## config.mk

```make
export PLATFORM = sky130hd
export DESIGN_NAME = maxpool_window_drain
export DESIGN_NICKNAME = d
export VERILOG_FILES = /design/src/rtl/maxpool_window_drain_pkg.sv /design/src/rtl/maxpool_shadow_serializer.sv /design/src/rtl/maxpool_window_drain.sv
export SDC_FILE = /design/constraint.sdc
export NUM_CORES = 1
export LEC_CHECK = 0
export ABC_AREA = 1
export CAP_MARGIN = 20
export CORE_AREA = 8 8 231 233
export DETAILED_ROUTE_END_ITERATION = 12
export DIE_AREA = 0 0 239 241
export PLACE_DENSITY = 0.83
export SYNTH_ARGS = -nofsm -noshare
export SYNTH_HDL_FRONTEND = slang
export SYNTH_SLANG_ARGS = --single-unit
```

## constraint.sdc

```tcl
create_clock -name i_clk -period 1.9 [get_ports i_clk]
set_input_delay 0.38 -clock i_clk [delete_from_list [all_inputs] [get_ports i_clk]]
set_output_delay 0.38 -clock i_clk [all_outputs]
set_load 0.01 [all_outputs]
```

## src/rtl/maxpool_window_drain_pkg.sv

```systemverilog
// Shared types and constants for the max-pool window drain block.
// Lane geometry, FSM encoding and the lane-slice helper live here.
package maxpool_window_drain_pkg;

    localparam int LANES      = 16;
    localparam int DW         = 32;
    localparam int LANE_W     = 4;
    localparam int POOL_LEN_W = 4;
    localparam int POOL_WIN_W = 16;

    localparam logic [LANE_W-1:0] LAST_LANE = LANE_W'(LANES - 1);

    typedef enum logic [1:0] {
        ST_IDLE,
        ST_CLEAR,
        ST_ACCUM,
        ST_CAPTURE
    } state_t;

    // Pick lane k out of the packed lane bus.
    function automatic logic [DW-1:0] lane_slice(
        input logic [LANES*DW-1:0] bus,
        input logic [LANE_W-1:0]   lane
    );
        return bus[int'(lane) * DW +: DW];
    endfunction

endpackage

```

## src/rtl/maxpool_shadow_serializer.sv

```systemverilog
// Shadow copy of the 16 lane maxima, streamed out one lane per beat.
// A load is only honoured while the shadow is empty.
module maxpool_shadow_serializer
    import maxpool_window_drain_pkg::*;
(
    input  logic                  i_clk,
    input  logic                  i_rst,
    input  logic                  i_load,
    input  logic [LANES*DW-1:0]   i_bus,
    output logic                  o_full,
    input  logic                  i_ready,
    output logic                  o_valid,
    output logic [DW-1:0]         o_data,
    output logic [LANE_W-1:0]     o_lane,
    output logic                  o_last,
    output logic                  o_drain_end
);

    logic [LANES*DW-1:0] r_shadow;
    logic                r_full;
    logic [LANE_W-1:0]   r_lane;
    logic                w_fire;
    logic                w_at_last;

    assign w_fire    = r_full & i_ready;
    assign w_at_last = (r_lane == LAST_LANE);

    // Load on empty, otherwise step the lane pointer on each accepted beat.
    always_ff @(posedge i_clk) begin
        if (i_rst) begin
            r_shadow <= '0;
            r_full   <= 1'b0;
            r_lane   <= '0;
        end else if (i_load && !r_full) begin
            r_shadow <= i_bus;
            r_full   <= 1'b1;
        end else if (w_fire) begin
            if (w_at_last) begin
                r_full <= 1'b0;
                r_lane <= '0;
            end else begin
                r_lane <= r_lane + 1'b1;
            end
        end
    end

    assign o_full      = r_full;
    assign o_valid     = r_full;
    assign o_data      = lane_slice(r_shadow, r_lane);
    assign o_lane      = r_lane;
    assign o_last      = r_full & w_at_last;
    assign o_drain_end = w_fire & w_at_last;

endmodule

```

## src/rtl/maxpool_window_drain.sv

```systemverilog
// Control for the 16-lane max-pool accumulators: strobe, count, capture.
// Captured maxima are drained lane by lane through the shadow serializer.
module maxpool_window_drain
    import maxpool_window_drain_pkg::*;
#(
    parameter int LEN_W = POOL_LEN_W,
    parameter int WIN_W = POOL_WIN_W
) (
    input  logic                i_clk,
    input  logic                i_rst,
    input  logic                i_start,
    input  logic [LEN_W-1:0]    i_pool_len,
    input  logic [WIN_W-1:0]    i_num_windows,
    input  logic                i_res_valid,
    output logic                o_res_ready,
    output logic                o_maxpool,
    output logic                o_max_rst,
    input  logic [LANES*DW-1:0] i_max_bus,
    output logic [DW-1:0]       o_data,
    output logic [LANE_W-1:0]   o_lane,
    output logic                o_valid,
    input  logic                i_ready,
    output logic                o_last,
    output logic                o_busy,
    output logic                o_done
);

    state_t            r_state;
    state_t            w_state_nxt;
    logic [LEN_W-1:0]  r_len;
    logic [LEN_W-1:0]  r_cnt;
    logic [WIN_W-1:0]  r_win_tot;
    logic [WIN_W-1:0]  r_win_cnt;
    logic              r_done;

    logic              w_full;
    logic              w_load;
    logic              w_drain_end;
    logic              w_hs;
    logic              w_start;
    logic              w_last_res;
    logic              w_last_win;

    assign w_hs       = i_res_valid & o_res_ready;
    assign w_start    = (r_state == ST_IDLE) & i_start
                      & (i_num_windows != '0);
    assign w_last_res = (r_cnt == r_len - 1'b1);
    assign w_last_win = (r_win_cnt + 1'b1 == r_win_tot);

    assign o_maxpool  = w_hs;
    assign o_busy     = (r_state != ST_IDLE) | w_full;
    assign o_done     = r_done;

    // State register.
    always_ff @(posedge i_clk) begin
        if (i_rst) begin
            r_state <= ST_IDLE;
        end else begin
            r_state <= w_state_nxt;
        end
    end

    // Next state and control strobes.
    always_comb begin
        w_state_nxt = r_state;
        o_res_ready = 1'b0;
        o_max_rst   = 1'b0;
        w_load      = 1'b0;
        unique case (r_state)
            ST_IDLE: begin
                if (w_start) begin
                    w_state_nxt = ST_CLEAR;
                end
            end
            ST_CLEAR: begin
                o_max_rst   = 1'b1;
                w_state_nxt = ST_ACCUM;
            end
            ST_ACCUM: begin
                o_res_ready = 1'b1;
                if (i_res_valid && w_last_res) begin
                    w_state_nxt = ST_CAPTURE;
                end
            end
            ST_CAPTURE: begin
                if (!w_full) begin
                    w_load      = 1'b1;
                    o_max_rst   = 1'b1;
                    w_state_nxt = w_last_win ? ST_IDLE : ST_ACCUM;
                end
            end
            default: begin
                w_state_nxt = ST_IDLE;
            end
        endcase
    end

    // Run parameters, result counter and window counter.
    always_ff @(posedge i_clk) begin
        if (i_rst) begin
            r_len     <= '0;
            r_cnt     <= '0;
            r_win_tot <= '0;
            r_win_cnt <= '0;
        end else begin
            if (w_start) begin
                r_len     <= (i_pool_len == '0) ? LEN_W'(1) : i_pool_len;
                r_win_tot <= i_num_windows;
                r_win_cnt <= '0;
                r_cnt     <= '0;
            end
            if (r_state == ST_CLEAR) begin
                r_cnt <= '0;
            end
            if (w_hs) begin
                r_cnt <= w_last_res ? '0 : r_cnt + 1'b1;
            end
            if (w_load) begin
                r_win_cnt <= r_win_cnt + 1'b1;
            end
        end
    end

    // Done follows the final drain beat only once the run has ended.
    always_ff @(posedge i_clk) begin
        if (i_rst) begin
            r_done <= 1'b0;
        end else begin
            r_done <= w_drain_end & (r_state == ST_IDLE);
        end
    end

    maxpool_shadow_serializer u_ser (
        .i_clk       (i_clk),
        .i_rst       (i_rst),
        .i_load      (w_load),
        .i_bus       (i_max_bus),
        .o_full      (w_full),
        .i_ready     (i_ready),
        .o_valid     (o_valid),
        .o_data      (o_data),
        .o_lane      (o_lane),
        .o_last      (o_last),
        .o_drain_end (w_drain_end)
    );

endmodule

```

==> results.yml, run 1 <==
run_status:
  status: "finished with violations"
  failed_checks: "negative setup slack"
worst_setup_path:
  cp_data_arrival_time_ns: 2.60
  required_ns: 1.52
  crit_fanout: 7
  worst_setup_path_end_kind: "output pin"
  critPathKind: "register to output pin"
  crit_path_start: "u_ser.o_lane[0]"
  regToRegStartpoint: "u_ser.o_full"
  start_kind: "register"
sta:
  fin_crit_sh_pct: 157
  worstMarginPinSlew_ns: 0.605
  finalSetupTns_ns: -30.24
  slew_viol_final: 0
  holdWs_ns: 0.333
  fmax_mhz: 336
  min_period_ns: 2.98
  rsz0062_at_grt: "yes"
  skew_ns: 0.0164
  hold_viol_final: 0
  slew_headroom_pct: 59.7
  setup_viol: 34
  worst_slack_ns: -1.08
floorplan:
  dieArea_um2: 57600
  initial_core_util_pct: 49.3
  core_area_um2: 49700
  rows: 82
  dieWidth_um: 239
  die_h_um: 241
  io_pins: 580
global_route:
  grt_max_degree: 130
  antenna_found_initial: 48
  grt_overflow: 0
  first_global_vias: 26500
  grt_usage_pct: 35.4
  grt_pass1_wl_um: 157000
clocking:
  clock_path_buffers: 3
  cts_tree: "done"
  root_buffer: "clkbuf_16"
  worstSkewPairLatency_ns: 0.62
  clock-sinks: 560
  clk_pin_slew_worst_paths_ns: 0.07
  htreeDepth: 2
  cts_inserted_buffers: 58
  cts_hold_buf: 0
logic_synthesis:
  ys_ff_latch: 560
  netlist_instances: 3457
  ys_warn_count: 0
  syn-num-nets: 3998
  ys_top_cells_by_area: "dfxtp_1 (46%), nor2_1 (21%), o21ai_0 (13%)"
  seq_area_frac_synth_pct: 45.8
  synth_area_um2: 24500
  syn_area_per_cell_um2: 7.08
  netlist.top_cell.by_area: "dfxtp_1"
  ys_types: 35
  synth_top_area_share_pct: 45.8
cells_and_area:
  fillers: 3663
  fin_area_um2: 36500
  syn_to_final_growth_pct: 48.9
  layout_commonest_cell: "nor2_1"
  final_cell_mix: "nor2_1 (1333), o21ai_0 (628), dfxtp_1 (552), clkdlybuf4s50_1 (537), nand2_1 (168)"
  drive_gt1_share_pct: 13.7
  fin_nets: 4614
  final_util_pct: 73.4
pwr:
  clock_power_share_pct: 42.7
  cellPowerDensity_nw_per_um2: 797
  p_sw_w: 0.00734
  pwr-share-comb_pct: 13.6
  swShare_pct: 25.3
  p_int_w: 0.0217
  pwr-share-seq_pct: 43.7
  ir_drop_mv: 0.720
  p_leak_nw: 15.4
detailed_routing:
  drtPass1Iterations: 7
  via_per_inst: 5.91
  wl_per_cell_um: 23.4
  wl_um: 113000
  via_count: 28500
  ant_nets: 0
  drt_iter0_markers: 4036
  drc: 0
worst_hold_path:
  hold_path.class: "primary input to register"
  min-delay-start: "i_max_bus[407]"
place:
  dp_slack_ns: -0.965
  place_congestion: 1.03
  dpl.hpwl_um: 75500
  portBuffers: 579
  placed_area_um2: 31900
run:
  drv_cap: 0
sequential cells by signal, indices dropped and copies added, names as in the netlist:
signal,count
r_win_cnt,16
r_cnt,4
r_len,4
u_ser.o_lane,4
r_win_tot,16
u_ser.r_shadow,512
r_state,2
u_ser.o_full,1
o_done,1
worst max-delay path, stage by stage, from the launching register on:
cell      delay, ns
dfxtp_4        0.36
buf_12         0.15
buf_12         0.14
buf_16         0.14
o21ai_4        0.15
o32ai_4        0.15
o211ai_1       0.50
nand3_1        0.18
buf_2          0.18
Yosys cell counts (all sizes together):
cell type	count
a21oi	39
buf	93
clkbuf	182
clkinv	2
dfxtp	560
ha	4
inv	47
mux2i	51
nand2	178
nand3	101
nand3b	1
nand4	9
nor2	1365
nor3	5
nor4	1
o211ai	13
o21ai	665
o21bai	1
o221ai	51
o22ai	1
o32ai	77
or2	2
xnor2	6
xor2	3
per-stage QoR:
step	total power [W]	cells
6_report	0.0291	4821
5_1_grt	0.0298	4813
2_1_floorplan	0.0142	3457
3_3_place_gp	0.0163	4631
3_5_place_dp	0.0164	4631
4_1_cts	0.0287	4770
power groups by stage:
stage | logic, W | clock network, W | registers (W)
floorplan | 0.00142 | 0 | 0.0127
global placement | 0.00342 | 0 | 0.0129
detailed placement | 0.00346 | 0 | 0.0129
CTS | 0.00371 | 0.0123 | 0.0127
global route | 0.00418 | 0.0129 | 0.0127
finish | 0.00395 | 0.0124 | 0.0127
cell type report:
cell class / count / area, µm² / area share, %
Clock buffer: 85 / 1690 / 4.65
Multi-Input combinational cell: 2573 / 13100 / 35.9
Tap cell: 672 / 841 / 2.31
Inverter: 49 / 211 / 0.580
Antenna cell: 30 / 75.1 / 0.206
Sequential cell: 560 / 11200 / 30.8
Timing Repair Buffer: 831 / 8980 / 24.6
Clock inverter: 21 / 344 / 0.944
metal layers:
layer | share of wire (%) | GRT usage, %
met1 | 37 | 43.8
met2 | 43 | 53.7
met3 | 12 | 9.65
met4 | 7.8 | 24.0
met5 | 0.22 | 0
final timing paths:
check	slack, ns	depth (start not counted)	end
max reg2reg	0.02	7	u_ser.r_shadow[275]
min	0.33	3	u_ser.r_shadow[407]
max	-1.08	8	o_data[9]
min reg2reg	0.47	2	r_win_tot[4]
logic make-up after synthesis:
| family | count (synthesis) | synth area share [%] |
|---|---|---|
| AO/OA/AOI/OAI | 847 | 19.4 |
| XOR/XNOR | 9 | 0.322 |
| adder cells (fa/ha/maj) | 4 | 0.204 |
| buffers and inverters | 324 | 5.71 |
| flip-flops | 560 | 45.8 |
| multiplexers | 51 | 2.09 |
| AND/OR/NAND/NOR | 1662 | 26.4 |
repair_timing:
item / CTS / global route
setup endpoints to repair: 43 / 242
setup buffers: 29 / 11
pin swaps: 61 / 44
gates resized for setup: 396 / 88
cloned: 12 / 14
Note: power is estimated with default switching activity, not from simulation.
==> run 2, diff against run 1 <==
Settings changed: CORE_AREA 8 8 231 233 to 8 8 224 226, DIE_AREA 0 0 239 241 to 0 0 232 234, DONT_BUFFER_PORTS from default to 1, PLACE_DENSITY 0.83 to default, PLACE_DENSITY_LB_ADDON from default to 0.1.
==> results.yml, run 2 (synthesis gave the netlist of run 1 again) <==
run_status:
  status: "finished with violations"
  failed_checks: "negative setup slack"
floorplan:
  dieWidth_um: 232
  initial_core_util_pct: 52.3
  core_area_um2: 46800
  rows: 80
  io_pins: 580
  die_h_um: 234
  dieArea_um2: 54300
pwr:
  cellPowerDensity_nw_per_um2: 808
  p_leak_nw: 14.9
  ir_drop_mv: 0.759
detailed_routing:
  wl_um: 116000
  drt_iter0_markers: 3870
  drtPass1Iterations: 6
  via_per_inst: 6.09
  drc: 0
  via_count: 28400
  wl_per_cell_um: 24.9
  ant_nets: 0
sta:
  worst_slack_ns: -0.951
  setup_viol: 36
  fmax_mhz: 351
  hold_viol_final: 0
  rsz0062_at_grt: "yes"
  min_period_ns: 2.85
  skew_ns: 0.0181
  worstMarginPinSlew_ns: 1.01
  fin_crit_sh_pct: 150
  finalSetupTns_ns: -26.16
  slew_viol_final: 0
  slew_headroom_pct: 32.4
  holdWs_ns: 0.0342
cells_and_area:
  syn_to_final_growth_pct: 41.6
  largest_register_ff_count: 512
  layout_commonest_cell: "nor2_1"
  largest-register: "u_ser.r_shadow"
  drive_gt1_share_pct: 11.0
  reg_top3: "u_ser.r_shadow (512), r_win_cnt (16), r_win_tot (16)"
  final_cell_mix: "nor2_1 (1324), o21ai_0 (646), dfxtp_1 (552), dlygate4sd3_1 (535), nand2_1 (167)"
  fin_nets: 4501
  final_util_pct: 74.0
  fillers: 3330
worst_setup_path:
  worst_setup_path_end_kind: "output pin"
  reg2reg_to: "r_len[0]"
  required_ns: 1.52
  crit_fanout: 24
  cp_data_arrival_time_ns: 2.47
  ff2ff_path_depth: 7
  critPathKind: "register to output pin"
  regToRegStartpoint: "r_state[1]"
  start_kind: "register"
  reg2reg_setup_slack_ns: -0.01
place:
  place_congestion: 0.965
  dpl.hpwl_um: 73500
  dp_slack_ns: -0.604
  portBuffers: 0
run:
  drv_cap: 0
clocking:
  htreeDepth: 2
  root_buffer: "clkbuf_16"
  cts_inserted_buffers: 59
  clock_path_buffers: 3
  clk_pin_slew_worst_paths_ns: 0.06
  clock-sinks: 560
  worstSkewPairLatency_ns: 0.63
  cts_tree: "done"
worst_hold_path:
  min_delay_path_depth: 2
  min-delay-start: "i_num_windows[9]"
  hold_path.class: "primary input to register"
  hold_path_end: "r_win_tot[9]"
global_route:
  antenna_found_initial: 33
  grt_max_degree: 128
  grt_overflow: 0
  grt_usage_pct: 39.0
  first_global_vias: 26800
  grt_pass1_wl_um: 164000
run 2: cell count changes in the layout (fill, tap and decap cells not counted), moves of 18 or more:
cell / change
buf_4: -47
o21ai_0: +18
dlygate4sd3_1: +535
buf_6: -26
clkdlybuf4s50_1: -537
run 2: how the worst max path moves through the flow:
stage,start,end,slack [ns],cells past startpoint
floorplan,u_ser.o_lane[1],o_data[7],0.05,7
global placement,u_ser.o_lane[0],o_data[21],-0.58,6
detailed placement,u_ser.o_lane[0],o_data[21],-0.60,6
CTS,u_ser.o_lane[0],o_data[21],-0.91,6
global route,u_ser.o_lane[0],o_data[21],-0.95,7
finish,u_ser.o_lane[0],o_data[19],-0.95,7
run 2: power by group:
part / leakage (nW) / switching, W / internal (W)
clock: 0.962 / 0.00496 / 0.00679
combinational: 9.41 / 0.00193 / 0.00163
sequential: 4.54 / 0.000376 / 0.0123
run 2: through the flow:
step	instance area (µm²)	cells	total power, W
after global routing	34600	4651	0.0287
after detailed placement	25700	3945	0.0150
after CTS	33700	4603	0.0276
final	34700	4662	0.0280
after floorplan	24500	3457	0.0142
after global placement	25700	3945	0.0150
run 2: what timing repair did:
action,4_1_cts,5_1_grt
hold buffers,535,0
pin swaps,17,33
setup buffers,12,7
gates resized for setup,92,128
setup endpoints to repair,36,309
gates cloned,5,11
endpoints found under the hold margin,552,0
run 2: final cells by class:
class,count,area [µm²],area share (%)
repair buffers,715,7680,22.1
repair inverters,1,8.76,0.0253
inverters,49,209,0.603
well taps,615,769,2.22
flip-flops and latches,560,11200,32.4
clock buffers,88,1770,5.10
clock inverters,18,170,0.491
diodes,42,105,0.303
multi-input cells,2574,12700,36.7
run 2: routing by layer:
metal	up-vias	part of all wire (%)	GRT usage (%)
met5	-	0.023	0
met4	4	7.2	25.0
li1	12500	-	-
met1	13200	37	47.9
met3	503	11	10.7
met2	2134	45	60.0
run 2: critical path: stages, from the launching register on:
cell,delay (ns)
dfxtp_4,0.41
buf_12,0.19
nor2_1,0.22
o32ai_2,0.13
buf_4,0.17
o211ai_1,0.28
nand3_1,0.23
buf_4,0.21
